--- src/rtl/alu_input_sequencer_pkg.sv ---
// Shared types for the ALU board-harness input side: operand/opcode words and sequencer states.
// Latency: none (types and pure functions only).
// Backpressure: not applicable.
package alu_input_sequencer_pkg;

    typedef logic [31:0] word_t;
    typedef logic [3:0]  aluop_t;

    typedef enum logic [1:0] {
        LOAD_A  = 2'd0,
        LOAD_B  = 2'd1,
        LOAD_OP = 2'd2,
        SHOW    = 2'd3
    } seq_state_t;

    // SW[17] selects zero- or sign-extension of the 17-bit switch field.
    function automatic word_t capture_operand(input logic [17:0] sw);
        word_t w;
        if (sw[17]) begin
            w = {{15{sw[16]}}, sw[16:0]};
        end else begin
            w = {15'b0, sw[16:0]};
        end
        return w;
    endfunction

    // One-hot LED pattern for a state: bit index equals the state encoding.
    function automatic logic [3:0] state_leds(input seq_state_t s);
        logic [3:0] l;
        l = 4'b0001 << s;
        return l;
    endfunction

endpackage

--- src/rtl/alu_input_sequencer_if.sv ---
// Operand/opcode bundle between the input sequencer and the ALU under test.
// Latency: none (wires only).
// Backpressure: none; operands_valid marks when the bundle is complete.
interface alu_input_sequencer_if;
    import alu_input_sequencer_pkg::*;

    word_t  port_a;
    word_t  port_b;
    aluop_t alu_op;
    logic   operands_valid;

    modport master (
        output port_a,
        output port_b,
        output alu_op,
        output operands_valid
    );

    modport slave (
        input port_a,
        input port_b,
        input alu_op,
        input operands_valid
    );

endinterface

--- src/rtl/alu_input_sequencer_key_debounce.sv ---
// Synchronise and debounce one active-low pushbutton into a single-cycle press pulse.
// Latency: raw fall to press = SYNC_STAGES + DEBOUNCE_CYCLES cycles.
// Backpressure: none; a key held through reset is ignored until released once.
module key_debounce #(
    parameter int SYNC_STAGES     = 2,
    parameter int DEBOUNCE_CYCLES = 500000
) (
    input  logic CLK,
    input  logic nRST,
    input  logic key_n,
    output logic stable,
    output logic press
);

    localparam int CW = $clog2(DEBOUNCE_CYCLES + 1);
    localparam logic [CW-1:0] CNT_LAST = CW'(DEBOUNCE_CYCLES - 1);

    logic [SYNC_STAGES-1:0] sync_q;
    logic [SYNC_STAGES-1:0] fill_q;
    logic [CW-1:0]          cnt_q;
    logic                   armed_q;
    logic                   key_s;
    logic                   flushed;

    assign key_s   = sync_q[SYNC_STAGES-1];
    assign flushed = fill_q[SYNC_STAGES-1];

    // Synchroniser chain plus a fill marker telling when its output reflects the real pin.
    always_ff @(posedge CLK or negedge nRST) begin
        if (!nRST) begin
            sync_q <= '1;
            fill_q <= '0;
        end else begin
            sync_q <= (sync_q << 1) | SYNC_STAGES'(key_n);
            fill_q <= (fill_q << 1) | SYNC_STAGES'(1);
        end
    end

    // Arm only after a genuine released level is seen, so a key held across reset is swallowed.
    always_ff @(posedge CLK or negedge nRST) begin
        if (!nRST) begin
            armed_q <= 1'b0;
        end else begin
            armed_q <= armed_q | (flushed & key_s);
        end
    end

    // Accept a level change only after it has held for DEBOUNCE_CYCLES; pulse on accepted press.
    always_ff @(posedge CLK or negedge nRST) begin
        if (!nRST) begin
            cnt_q  <= '0;
            stable <= 1'b1;
            press  <= 1'b0;
        end else if (key_s == stable) begin
            cnt_q <= '0;
            press <= 1'b0;
        end else if (cnt_q == CNT_LAST) begin
            cnt_q  <= '0;
            stable <= key_s;
            press  <= armed_q & ~key_s;
        end else begin
            cnt_q <= cnt_q + CW'(1);
            press <= 1'b0;
        end
    end

endmodule

--- src/rtl/alu_input_sequencer.sv ---
// Step the user through loading ALU operand A, operand B and opcode from DE2 keys and switches.
// Latency: key fall to press SYNC_STAGES+DEBOUNCE_CYCLES; registers/state update one cycle later.
// Backpressure: none; simultaneous presses resolve KEY3 > KEY0 > KEY1 > KEY2, losers dropped.
module alu_input_sequencer
    import alu_input_sequencer_pkg::*;
#(
    parameter int DEBOUNCE_CYCLES = 500000,
    parameter int SYNC_STAGES     = 2
) (
    input  logic                  CLK,
    input  logic                  nRST,
    input  logic [3:0]            KEY,
    input  logic [17:0]           SW,
    alu_input_sequencer_if.master alu_if,
    output logic [3:0]            LEDR
);

    logic [SYNC_STAGES-1:0][17:0] sw_q;
    logic [17:0]                  sw_s;
    logic [3:0]                   press;
    logic [3:0]                   key_stable;
    logic                         unused_stable;

    seq_state_t state_q, state_nxt;
    word_t      a_q, a_nxt, b_q, b_nxt;
    aluop_t     op_q, op_nxt;
    logic       valid_q;

    assign sw_s          = sw_q[SYNC_STAGES-1];
    assign unused_stable = &key_stable;

    for (genvar k = 0; k < 4; k++) begin : g_key
        key_debounce #(
            .SYNC_STAGES    (SYNC_STAGES),
            .DEBOUNCE_CYCLES(DEBOUNCE_CYCLES)
        ) u_deb (
            .CLK   (CLK),
            .nRST  (nRST),
            .key_n (KEY[k]),
            .stable(key_stable[k]),
            .press (press[k])
        );
    end

    // Switches are only synchronised; they are sampled solely on a debounced key event.
    always_ff @(posedge CLK or negedge nRST) begin
        if (!nRST) begin
            sw_q <= '0;
        end else begin
            sw_q[0] <= SW;
            for (int i = 1; i < SYNC_STAGES; i++) begin
                sw_q[i] <= sw_q[i-1];
            end
        end
    end

    // Next state and register values; only the highest-priority press this cycle acts.
    always_comb begin
        state_nxt = state_q;
        a_nxt     = a_q;
        b_nxt     = b_q;
        op_nxt    = op_q;
        if (press[3]) begin
            state_nxt = LOAD_A;
            a_nxt     = '0;
            b_nxt     = '0;
            op_nxt    = '0;
        end else if (press[0]) begin
            case (state_q)
                LOAD_A: begin
                    a_nxt     = capture_operand(sw_s);
                    state_nxt = LOAD_B;
                end
                LOAD_B: begin
                    b_nxt     = capture_operand(sw_s);
                    state_nxt = LOAD_OP;
                end
                LOAD_OP: begin
                    op_nxt    = sw_s[3:0];
                    state_nxt = SHOW;
                end
                default: state_nxt = LOAD_A;
            endcase
        end else if (press[1]) begin
            case (state_q)
                LOAD_B:  state_nxt = LOAD_A;
                LOAD_OP: state_nxt = LOAD_B;
                SHOW:    state_nxt = LOAD_OP;
                default: state_nxt = LOAD_A;
            endcase
        end else if (press[2] && (state_q == SHOW)) begin
            a_nxt = b_q;
            b_nxt = a_q;
        end
    end

    // State, operand registers and the state-derived outputs, all updated together.
    always_ff @(posedge CLK or negedge nRST) begin
        if (!nRST) begin
            state_q <= LOAD_A;
            a_q     <= '0;
            b_q     <= '0;
            op_q    <= '0;
            valid_q <= 1'b0;
            LEDR    <= 4'b0001;
        end else begin
            state_q <= state_nxt;
            a_q     <= a_nxt;
            b_q     <= b_nxt;
            op_q    <= op_nxt;
            valid_q <= (state_nxt == SHOW);
            LEDR    <= state_leds(state_nxt);
        end
    end

    assign alu_if.port_a         = a_q;
    assign alu_if.port_b         = b_q;
    assign alu_if.alu_op         = op_q;
    assign alu_if.operands_valid = valid_q;

endmodule

--- src/flat_wrapper.sv ---
// flat-port wrapper written by rule: the top's interface ports become plain ports
module alu_input_sequencer_flat import alu_input_sequencer_pkg::*;
#(
    parameter int DEBOUNCE_CYCLES = 500000,
    parameter int SYNC_STAGES     = 2
)
  (CLK, nRST, KEY, SW, LEDR, alu_if_port_a, alu_if_port_b, alu_if_alu_op, alu_if_operands_valid);
  alu_input_sequencer_if alu_if_i ();
  input  logic CLK;
  input  logic nRST;
  input  logic [3:0] KEY;
  input  logic [17:0] SW;
  output logic [3:0] LEDR;
  output wire logic [$bits(alu_if_i.port_a)-1:0] alu_if_port_a;
  output wire logic [$bits(alu_if_i.port_b)-1:0] alu_if_port_b;
  output wire logic [$bits(alu_if_i.alu_op)-1:0] alu_if_alu_op;
  output wire logic [$bits(alu_if_i.operands_valid)-1:0] alu_if_operands_valid;
  assign alu_if_port_a = alu_if_i.port_a;
  assign alu_if_port_b = alu_if_i.port_b;
  assign alu_if_alu_op = alu_if_i.alu_op;
  assign alu_if_operands_valid = alu_if_i.operands_valid;
  alu_input_sequencer #(.DEBOUNCE_CYCLES(DEBOUNCE_CYCLES), .SYNC_STAGES(SYNC_STAGES)) u_core (.CLK(CLK), .nRST(nRST), .KEY(KEY), .SW(SW), .alu_if(alu_if_i), .LEDR(LEDR));
endmodule
--- config.mk ---
export PLATFORM = sky130hd
export DESIGN_NAME = alu_input_sequencer_flat
export DESIGN_NICKNAME = d
export VERILOG_FILES = /design/src/rtl/alu_input_sequencer_pkg.sv /design/src/rtl/alu_input_sequencer_if.sv /design/src/rtl/alu_input_sequencer_key_debounce.sv /design/src/rtl/alu_input_sequencer.sv /design/src/flat_wrapper.sv
export SDC_FILE = /design/constraint.sdc
export NUM_CORES = 1
export LEC_CHECK = 0
export ABC_CLOCK_PERIOD_IN_PS = 5800
export BUFFER_PORTS_ARGS = -buffer_cell sky130_fd_sc_hd__buf_2
export CORE_AREA = 10 10 197 162
export CTS_BUF_LIST = sky130_fd_sc_hd__clkbuf_8
export CTS_CLUSTER_DIAMETER = 80
export DETAILED_ROUTE_END_ITERATION = 6
export DIE_AREA = 0 0 207 172
export SYNTH_ARGS = -nofsm -noshare
export SYNTH_HDL_FRONTEND = slang
export SYNTH_HIERARCHICAL = 1
export SYNTH_SLANG_ARGS = --single-unit
--- constraint.sdc ---
create_clock -name CLK -period 5.8 [get_ports CLK]
set_input_delay 0 -clock CLK [delete_from_list [all_inputs] [get_ports CLK]]
set_output_delay 0 -clock CLK [all_outputs]
set_load 0.005 [all_outputs]
==> results of run 1 <==
[state kept, by name, summed over array words and instances (netlist names)]
register and count:
u_core/g_key.u_deb/stable 4, u_core/sw_s 18, u_core/alu_if.port_b 32, u_core/g_key.u_deb/cnt_q 76
u_core/g_key.u_deb/armed_q 4, u_core/sw_q 18, u_core/g_key.u_deb/sync_q 8, u_core/state_q 2
u_core/alu_if.port_a 32, u_core/g_key.u_deb/fill_q 8, u_core/LEDR 4, u_core/alu_if.alu_op 4
u_core/g_key.u_deb/press 4
[routing by layer]
metal | wire length [um] | GRT usage | vias to the layer above
met5 | 0 | 0 | -
met4 | 359 | 0.0390 | 0
met3 | 864 | 0.0276 | 30
met2 | 8920 | 0.162 | 112
met1 | 10100 | 0.157 | 3214
li1 | - | - | 3164
[cell type report]
| cell class | count | area (um2) |
|---|---|---|
| sequential | 214 | 5370 |
| timing repair buffer | 123 | 751 |
| inverter | 15 | 56.3 |
| clock inverter | 20 | 116 |
| clock buffer | 45 | 619 |
| tap | 370 | 463 |
| multi-input combinational | 578 | 3950 |
| fill | 2737 | 16600 |
[worst max-delay path, delay by kind of cell (launching register included)]
kind / cells / cell delay (ps)
AO/OA/AOI/OAI: 1 / 800
buffers and inverters: 1 / 620
flip-flops: 1 / 350
AND/OR/NAND/NOR: 1 / 120
multiplexers: 1 / 300
[power groups by stage]
stage	Sequential, mW	Combinational (mW)	Clock [mW]
CTS	1.54	0.0793	1.41
global placement	1.57	0.0663	0
global route	1.54	0.0876	1.48
finish	1.54	0.0751	1.35
detailed placement	1.57	0.0669	0
floorplan	1.56	0.0223	0
[kinds of logic after synthesis]
logic type / after synthesis / synth area share
AOI/OAI and AO/OA: 84 / 0.0583
muxes: 70 / 0.0886
DFF: 214 / 0.558
and+or+nand+nor: 356 / 0.201
other: 4 / 0.00156
buffers and inverters: 47 / 0.0321
adders and majority gates: 8 / 0.0104
xor gates and xnor gates: 56 / 0.0509
[placed cells by master, fill, tap and decap left out, types with 5 or more instances in the layout]
cell,instances
mux2_2,50
or3_1,8
mux2_4,18
a21oi_1,55
or3_4,12
dfrtp_1,199
nand2b_1,34
or4_1,8
o21ai_0,8
buf_2,95
xnor2_1,44
or2_2,8
nor2_1,99
nand3_1,28
xor2_1,12
ha_1,8
dfstp_2,13
inv_1,30
dlygate4sd3_1,23
nor3_1,54
clkbuf_8,45
nand2_1,50
and2_1,5
o31ai_1,8
nand4_1,24
a21o_1,5
[synthesized netlist by cell type (5+ instances only)]
cell	instances	area, um2
buf_2	6	30.0
o31ai_1	8	60.1
dfstp_2	13	342
nand2_1	50	188
ha_1	8	100
or2_2	8	50.1
nor3_1	54	270
or3_4	12	135
nand2b_1	34	213
mux2_4	18	270
and2_1	5	31.3
or3_1	8	50.1
a21o_1	5	37.5
nor2_1	99	372
or4_1	8	60.1
buf_4	11	82.6
a21oi_1	55	275
xnor2_1	44	385
nand3_1	28	140
xor2_1	12	105
buf_6	11	124
mux2_2	50	563
dfrtp_1	201	5030
o21ai_0	8	40.0
inv_1	15	56.3
nand4_1	24	150
[path summary, 6_finish.rpt]
path                                                                start                                         to  slack, ps  depth (start not counted)
worst max-delay path                u_core/g_key[0].u_deb/press$_DFF_PN0_       u_core/alu_if.port_a[17]$_DFFE_PN0P_       3440                          4
worst min-delay path                                                 nRST       u_core/alu_if.port_b[21]$_DFFE_PN0P_         40                          2
worst max register to register      u_core/g_key[0].u_deb/press$_DFF_PN0_       u_core/alu_if.port_a[17]$_DFFE_PN0P_       3440                          4
worst min register to register  u_core/g_key[3].u_deb/fill_q[0]$_DFF_PN0_  u_core/g_key[3].u_deb/fill_q[1]$_DFF_PN0_        340                          0
max in group asynchronous                                            nRST       u_core/alu_if.port_b[14]$_DFFE_PN0P_       4300                          3
min in group CLK                                                    SW[4]                   u_core/sw_q[4]$_DFF_PN0_        110                          2
[repair_timing]
item | 4_1_cts | 5_1_grt
hold buffers | 23 | 0
hold endpoints to repair | 103 | 0
setup buffers | 0 | 0
[metrics by stage]
step	hold WS, ps	std cells	util
after floorplan	-296	839	-
after global placement	39.8	1277	0.371
after detailed placement	51.8	1277	0.371
after CTS	62.6	1365	0.406
after global routing	80.7	1365	0.406
final	38.1	1365	0.406
==> summary.txt, run 1 <==
STA
  • Final worst slack: 3440 ps
  • Worst clock skew: 10.9 ps
  • Relative slew slack: 0.324
  • # setup viols final: 0
  • Max Fclk: 423 MHz
  • Tcrit/Tclk final: 0.407
  • Crit path time final: 2360 ps
  • Worst Tran Pin Value: 1010 ps
  • RSZ-0062 raised after global routing: no
  • Final-report hold violation count: 0
  • Setup_tns: 0 ps
  • Final Max Slew Viols: 0

Global route
  • Initial antenna violation count: 0
  • First-pass GRT wire length: 33500 um
  • Total GRT Usage: 0.111
  • GRT overflow: 0
  • Number of global-route vias before repair: 6330
  • Largest net degree at the start of global routing: 93

Pwr
  • Total power: 2.96 mW
  • Comb pwr share: 0.025
  • Reg power frac: 0.520
  • PwrDens: 261 nW/um2
  • Leak: 5.05 nW
  • Pint: around 2.3 mW
  • VDD IR-drop max: 0.0980 mV
  • Switching share of power: 0.225
  • Switch Pwr: ~670 uW
  • Clock power share: 0.455

Hold path
  • Hold Crit Class: input pin to asynchronous set/reset pin

Drt
  • Via-to-Cell Ratio: 4.78
  • Drt wl/cell: 14.8 um
  • DRT iter0 DRCs: 480
  • Routed Antenna Nets: 0
  • Routed via count: roughly 6500
  • Residual DRC: 0
  • Routed WL: 20200 um
  • Detailed Routing Iterations Pass 1: 4

Critical path
  • Crit Path Category: register to register
  • CP arrival: between 2000 and 3000 ps
  • Worst path cell trace: buf_4, a21boi_4, nor3_1, mux2_2
  • Worst Path Required: 6210 ps
  • CP max-delay cell: a21boi_4
  • Slowest Stage Delay on Critical Path: about 800 ps
  • Crit path max fanout: between 90 and 100
  • Setup crit start kind: register
  • CP Capture Type: register

Run
  • Number of max-cap violations: 0

Final layout
  • Nets: 1001
  • Layout area overhead: 17.6%
  • Post-route cell area: 11300 um2
  • Share of layout cells above drive strength 1: 0.277
  • N_diodes: 0

Run status
  • Status: finished, final reports clean

Synth
  • Yosys warning count: 6
  • Main synth FF type: dfrtp_1
  • Seq cells post-synth: 214
  • Syn Inst Count: 839
  • Share of the yosys chip area belonging to registers: 0.558
  • Syn nets: 871
  • Ys async rst share: 1.00
  • Average size of a mapped cell: around 11 um2
  • Synthesized area: 9630 um2
  • Cell variety after synth: 44
  • Number of synthesized flops with an enable pin: 0

Floorplan
  • IO Count: 97
  • FP Rows: 55
  • Die Y: between 150 and 200 um
  • Core area: 27900 um2
  • Die Wd: about 210 um
  • Die ar.: 35600 um2
  • Initial Util: 0.345

Place
  • Dpl ws: 3390 ps
  • Post-DP Area: a little over 10000 um2
  • Port bufs: 96
  • Final HPWL DP: 13000 um
  • GPL Wtd Cong: 0.843

Clocking
  • Max clock buf depth: 3
  • Clk Latency, worst-skew pair: about 530 ps
  • H-Tree Depth: 2
  • CTS resizes: 0
  • Clock-pin slew on the worst setup and hold paths: 60 ps
  • CTS Root Buffer Type: clkbuf_8
  • Total CTS buffers: 37
  • Clock Sinks: 214
  • CTS tree: yes
No activity file was read; power rests on OpenSTA's default activity.
==> inputs of run 2 (changes only) <==
--- a/config.mk
+++ b/config.mk
@@ -5,7 +5,7 @@
 export SDC_FILE = /design/constraint.sdc
 export NUM_CORES = 1
 export LEC_CHECK = 0
-export ABC_CLOCK_PERIOD_IN_PS = 5800
+export ABC_CLOCK_PERIOD_IN_PS = 1900
 export BUFFER_PORTS_ARGS = -buffer_cell sky130_fd_sc_hd__buf_2
 export CORE_AREA = 10 10 197 162
 export CTS_BUF_LIST = sky130_fd_sc_hd__clkbuf_8
==> constraint.sdc (replaced) <==
create_clock -name CLK -period 1.9 [get_ports CLK]
set_input_delay 0 -clock CLK [delete_from_list [all_inputs] [get_ports CLK]]
set_output_delay 0 -clock CLK [all_outputs]
set_load 0.005 [all_outputs]
==> run 2 against run 1 <==
Clock skew increased by 17 ps. Combinational power increased to 4.1 times the previous value. Count of clock-buffer cells in the layout grew 5. Sequential power grew to 3.1 times the previous value. Register-to-register slack worse by 3400 ps. Final area increased by 5.1%. Die area unchanged. Highest routed layer unchanged.
==> summary.txt, run 2 (synthesized netlist as in run 1, its figures left out) <==
Run status
  • Status: finished, final reports clean

Critical path
  • Flop2flop setup slack: ~47 ps
  • Crit Path Category: register to register
  • CP Buf/Inv Count: 0
  • Worst path cell trace: ha_4, nand4_4, or3_4, or3_4, mux2_4
  • Crit path max fanout: 4
  • Top cell by count, worst path: or3_4
  • CP arrival: roughly 2300 ps
  • Slowest Stage Delay on Critical Path: 420 ps
  • CP max-delay cell: or3_4
  • Worst Path Required: 2340 ps
  • CP Capture Type: register
  • Setup crit start kind: register
  • Worst path top cell family by delay: simple AND/OR/NAND/NOR gates

Drt
  • Routed Antenna Nets: 0
  • Via-to-Cell Ratio: approximately 4.7
  • DRT iter0 DRCs: 374
  • Detailed Routing Iterations Pass 1: 4
  • Routed WL: 21100 um
  • Residual DRC: 0
  • Routed via count: between 6000 and 7000
  • Drt wl/cell: 14.8 um

Floorplan
  • Initial Util: 0.345
  • Core area: 27900 um2
  • FP Rows: 55
  • Die Wd: 207 um
  • Die Y: 172 um
  • IO Count: 97
  • Die ar.: 35600 um2

Clocking
  • Total CTS buffers: 38
  • Max clock buf depth: 3
  • CTS tree: yes
  • Clock Sinks: 214
  • H-Tree Depth: 2
  • CTS Root Buffer Type: clkbuf_8
  • Clock-pin slew on the worst setup and hold paths: ~60 ps
  • Clk Latency, worst-skew pair: 530 ps

Final layout
  • Post-route cell area: ~12000 um2
  • Most common cell after layout, fill and taps aside: dfrtp_1
  • Fillers: 2718
  • N_diodes: 0
  • Commonest cells after routing, fill and taps aside: dfrtp_1 (199), nor2_1 (99), buf_2 (95)
  • Largest register FFs: 76
  • Share of layout cells above drive strength 1: 0.324
  • Area of the multi-input gates: about 4000 um2
  • Register area: 5370 um2
  • Register with the most flip-flops: u_core/g_key.u_deb/cnt_q
  • Fin cells: roughly 1400
  • Layout area overhead: 23.6%
  • Nets: 1051

STA
  • Final Max Slew Viols: 0
  • Final-report hold violation count: 0
  • # setup viols final: 0
  • Setup_tns: 0 ps
  • Crit path time final: 1850 ps
  • Tcrit/Tclk final: 0.975
  • Worst clock skew: 28.3 ps
  • Max Fclk: between 500 and 600 MHz
  • Hold slack: 111 ps

Pwr
  • PwrDens: ~790 nW/um2
  • Leak: 5.34 nW
  • VDD IR-drop max: 0.440 mV

Place
  • Post-DP Area: around 11000 um2
  • Final HPWL DP: 14300 um
  • GPL Wtd Cong: between 0.7 and 0.8
  • Inst Count DP: ~1300
  • Port bufs: 96

Global route
  • Largest net degree at the start of global routing: 59
  • Total GRT Usage: 0.117
  • First-pass GRT wire length: 35200 um
  • Number of global-route vias before repair: ~7000
  • Initial antenna violation count: 0
  • GRT overflow: 0

Run
  • Number of max-cap violations: 0

Hold path
  • Hold Crit Class: input pin to register
-- run 2: cell type report --
cell class / count / area share
Multi-Input combinational cell: 578 / 0.337
Clock inverter: 20 / 0.0104
Sequential cell: 214 / 0.451
Timing Repair Buffer: 172 / 0.0996
Tap cell: 370 / 0.0389
Clock buffer: 50 / 0.0578
Inverter: 15 / 0.00473
-- run 2: worst paths after layout --
check / from / endpoint / depth (start not counted)
worst min register to register: u_core/g_key[2].u_deb/fill_q[0]$_DFF_PN0_ / u_core/g_key[2].u_deb/fill_q[1]$_DFF_PN0_ / 0
worst min-delay path: SW[13] / u_core/sw_q[13]$_DFF_PN0_ / 2
max in group asynchronous: nRST / u_core/alu_if.port_a[24]$_DFFE_PN0P_ / 4
worst max register to register: u_core/g_key[3].u_deb/cnt_q[0]$_DFF_PN0_ / u_core/g_key[3].u_deb/stable$_DFFE_PN1P_ / 5
worst max-delay path: u_core/g_key[3].u_deb/cnt_q[0]$_DFF_PN0_ / u_core/g_key[3].u_deb/stable$_DFFE_PN1P_ / 5
min in group asynchronous: nRST / u_core/g_key[2].u_deb/cnt_q[1]$_DFF_PN0_ / 3
-- run 2: timing repair --
item | 4_1_cts | 5_1_grt
setup endpoints to repair | 0 | 13
resized for setup | 0 | 7
endpoints found under the hold margin | 224 | 0
hold buffers | 25 | 0
setup buffers | 0 | 3
-- run 2: through the flow --
step	setup slack, ps	total power, mW	util
3_5_place_dp	10.9	5.03	0.385
6_report	46.7	9.41	0.426
2_1_floorplan	14.1	4.83	-
5_1_grt	-22.5	9.86	0.426
3_3_place_gp	58.0	5.03	0.385
4_1_cts	7.74	9.60	0.423
-- run 2: where the power goes --
part / internal [mW] / total, mW / leakage [nW] / switching [mW]
clock: 2.51 / 4.40 / 0.451 / 1.89
combinational: 0.136 / 0.306 / 2.08 / 0.171
sequential: 4.64 / 4.70 / 2.81 / 0.0538
-- run 2: per-layer routing --
layer  wire length, um  GRT usage  vias up
met5                 0          0        -
met4               388     0.0364        0
met3              1110     0.0299       38
met2              9190      0.180      140
met1             10400      0.159     3258
li1                  -          -     3280
==> inputs of run 3 (changes only) <==
--- a/config.mk
+++ b/config.mk
@@ -8,7 +8,6 @@
 export ABC_CLOCK_PERIOD_IN_PS = 1900
 export BUFFER_PORTS_ARGS = -buffer_cell sky130_fd_sc_hd__buf_2
 export CORE_AREA = 10 10 197 162
-export CTS_BUF_LIST = sky130_fd_sc_hd__clkbuf_8
 export CTS_CLUSTER_DIAMETER = 80
 export DETAILED_ROUTE_END_ITERATION = 6
 export DIE_AREA = 0 0 207 172
==> constraint.sdc (replaced) <==
create_clock -name CLK -period 1.9 [get_ports CLK]
set_input_delay 0.285 -clock CLK [delete_from_list [all_inputs] [get_ports CLK]]
set_output_delay 0.285 -clock CLK [all_outputs]
set_load 0.005 [all_outputs]
==> run 3 against run 2 <==
Critical path depth did not move. Clock power fell by 0.9%. Hold slack improved by 160 ps. Routed wire length fell by 1.5%.
==> summary.txt, run 3 (synthesized netlist as in run 1, its figures left out) <==
Run
  • Number of max-cap violations: 0

Final layout
  • Fillers: 2648
  • Layout area overhead: 23.0%
  • Share of layout cells above drive strength 1: 0.306
  • Largest register FFs: 76
  • Most common cell after layout, fill and taps aside: dfrtp_1
  • N_diodes: 0
  • Register with the most flip-flops: u_core/g_key.u_deb/cnt_q
  • Commonest cells after routing, fill and taps aside: dfrtp_1 (197), nor2_1 (99), buf_2 (95)
  • Post-layout util: 0.424
  • Nets: about 1000

Global route
  • Total GRT Usage: 0.113
  • Initial antenna violation count: 0
  • Number of global-route vias before repair: 6555
  • Largest net degree at the start of global routing: 67
  • First-pass GRT wire length: 34400 um
  • GRT overflow: 0

Drt
  • DRT iter0 DRCs: ~300
  • Residual DRC: 0
  • Routed via count: 6590
  • Routed WL: 20700 um
  • Via-to-Cell Ratio: 4.75
  • Detailed Routing Iterations Pass 1: 5
  • Routed Antenna Nets: 0
  • Drt wl/cell: 14.9 um

Pwr
  • Pint: approximately 7.3 mW
  • PwrDens: 790 nW/um2
  • Reg power frac: 0.501
  • Switch Pwr: just over 2 mW
  • Switching share of power: 0.217
  • VDD IR-drop max: just under 0.6 mV
  • Leak: 5.24 nW
  • Total power: 9.37 mW
  • Comb pwr share: 0.033
  • Clock power share: 0.466

STA
  • Setup_tns: 0 ps
  • Tcrit/Tclk final: 0.975
  • Worst clock skew: 19.5 ps
  • Final Max Slew Viols: 0
  • Max Fclk: 540 MHz
  • RSZ-0062 raised after global routing: no
  • Final-report hold violation count: 0
  • # setup viols final: 0
  • Crit path time final: 1850 ps

Run status
  • Status: finished, final reports clean

Floorplan
  • Core area: 27900 um2
  • Die Wd: 207 um
  • Die ar.: about 36000 um2
  • FP Rows: 55
  • IO Count: between 90 and 100
  • Die Y: 172 um
  • Initial Util: 0.345

Clocking
  • Setup Buffers After CTS: 0
  • Clock-pin slew on the worst setup and hold paths: 60 ps
  • Clk Latency, worst-skew pair: 520 ps
  • H-Tree Depth: 1
  • Total CTS buffers: 23
  • Clock Sinks: 214
  • CTS Root Buffer Type: clkbuf_16
  • CTS tree: yes
  • Max clock buf depth: 3

Place
  • Port bufs: 96
  • GPL Wtd Cong: 0.797
  • Final HPWL DP: about 14000 um

Critical path
  • CP arrival: around 2300 ps
  • CP Capture Type: register
  • FF-to-FF End: u_core/g_key[3].u_deb/stable$_DFFE_PN1P_
  • R2R cell count: 5
  • Setup crit start kind: register
  • Worst Path Required: about 2300 ps
  • Reg-to-reg startpoint: u_core/g_key[3].u_deb/cnt_q[1]$_DFF_PN0_
  • Crit Path Category: register to register
  • Flop2flop setup slack: between 40 and 50 ps
  • Crit path max fanout: 3

Hold path
  • Hold Crit Class: input pin to asynchronous set/reset pin
==> run 3: cell count changes in the layout (fill, tap and decap cells not counted), sizes merged <==
cell,previous run,this run
buf,147,146
clkbuf,50,36
clkinv,5,3
clkinvlp,3,1
dlygate4sd3,25,23
inv,26,16
==> run 3: worst max-delay path, stage by stage (launching register included) <==
cell and delay (ps):
dfrtp_1 410, ha_4 180, nand4_4 110, or3_4 420, or3_4 360, mux2_4 300
==> run 3: power by group through the flow <==
stage | combinational, mW | clock, mW | sequential [mW]
CTS | 0.312 | 4.52 | 4.69
floorplan | 0.0694 | 0 | 4.76
global route | 0.351 | 4.73 | 4.70
detailed placement | 0.272 | 0 | 4.77
finish | 0.306 | 4.36 | 4.70
global placement | 0.274 | 0 | 4.77
==> run 3: timing repair <==
| item | in CTS | in global routing |
|---|---|---|
| endpoints found under the setup margin | 0 | 10 |
| hold buffers | 23 | 0 |
| hold endpoints to repair | 64 | 0 |
| resized for setup | 0 | 7 |
==> run 3: layout make-up <==
class                           instances  area, um2  share of cell area
Clock buffer                           36        664              0.0561
Clock inverter                          6       72.6             0.00612
Inverter                               15       56.3             0.00475
Multi-Input combinational cell        578       4010               0.338
Sequential cell                       214       5380               0.454
Tap cell                              370        463              0.0391
Timing Repair Buffer                  169       1210               0.102
==> run 3: how the worst max path moves through the flow <==
| stage | startpoint | to | slack [ps] |
|---|---|---|---|
| final | u_core/g_key[3].u_deb/cnt_q[1]$_DFF_PN0_ | u_core/g_key[3].u_deb/stable$_DFFE_PN1P_ | 50 |
| after global routing | u_core/g_key[3].u_deb/cnt_q[2]$_DFF_PN0_ | u_core/g_key[3].u_deb/cnt_q[15]$_DFF_PN0_ | 2 |
| after CTS | u_core/g_key[3].u_deb/cnt_q[1]$_DFF_PN0_ | u_core/g_key[3].u_deb/stable$_DFFE_PN1P_ | 10 |
| after detailed placement | u_core/g_key[1].u_deb/cnt_q[1]$_DFF_PN0_ | u_core/g_key[1].u_deb/stable$_DFFE_PN1P_ | 30 |
| after global placement | u_core/g_key[0].u_deb/cnt_q[0]$_DFF_PN0_ | u_core/g_key[0].u_deb/stable$_DFFE_PN1P_ | 70 |
| after floorplan | u_core/g_key[0].u_deb/cnt_q[0]$_DFF_PN0_ | u_core/g_key[0].u_deb/stable$_DFFE_PN1P_ | 10 |
==> run 3: per-stage QoR <==
step / instance area, um2 / setup WS (ps) / std cells / hold slack (ps)
6_report: 11900 / 46.9 / 1388 / 276
5_1_grt: 11900 / 2.05 / 1388 / 298
4_1_cts: 11800 / 15.0 / 1388 / 269
3_5_place_dp: 10800 / 31.7 / 1323 / 235
3_3_place_gp: 10800 / 67.2 / 1323 / 239
2_1_floorplan: 9640 / 14.1 / 839 / -10.6
==> run 3: metal layers <==
metal  vias to the layer above  GRT usage  part of all wire
met1                      3223      0.163              0.51
met4                         0     0.0257             0.018
met2                       120      0.170              0.43
met5                         -          0                 0
met3                        28     0.0238             0.046
li1                       3219          -                 -
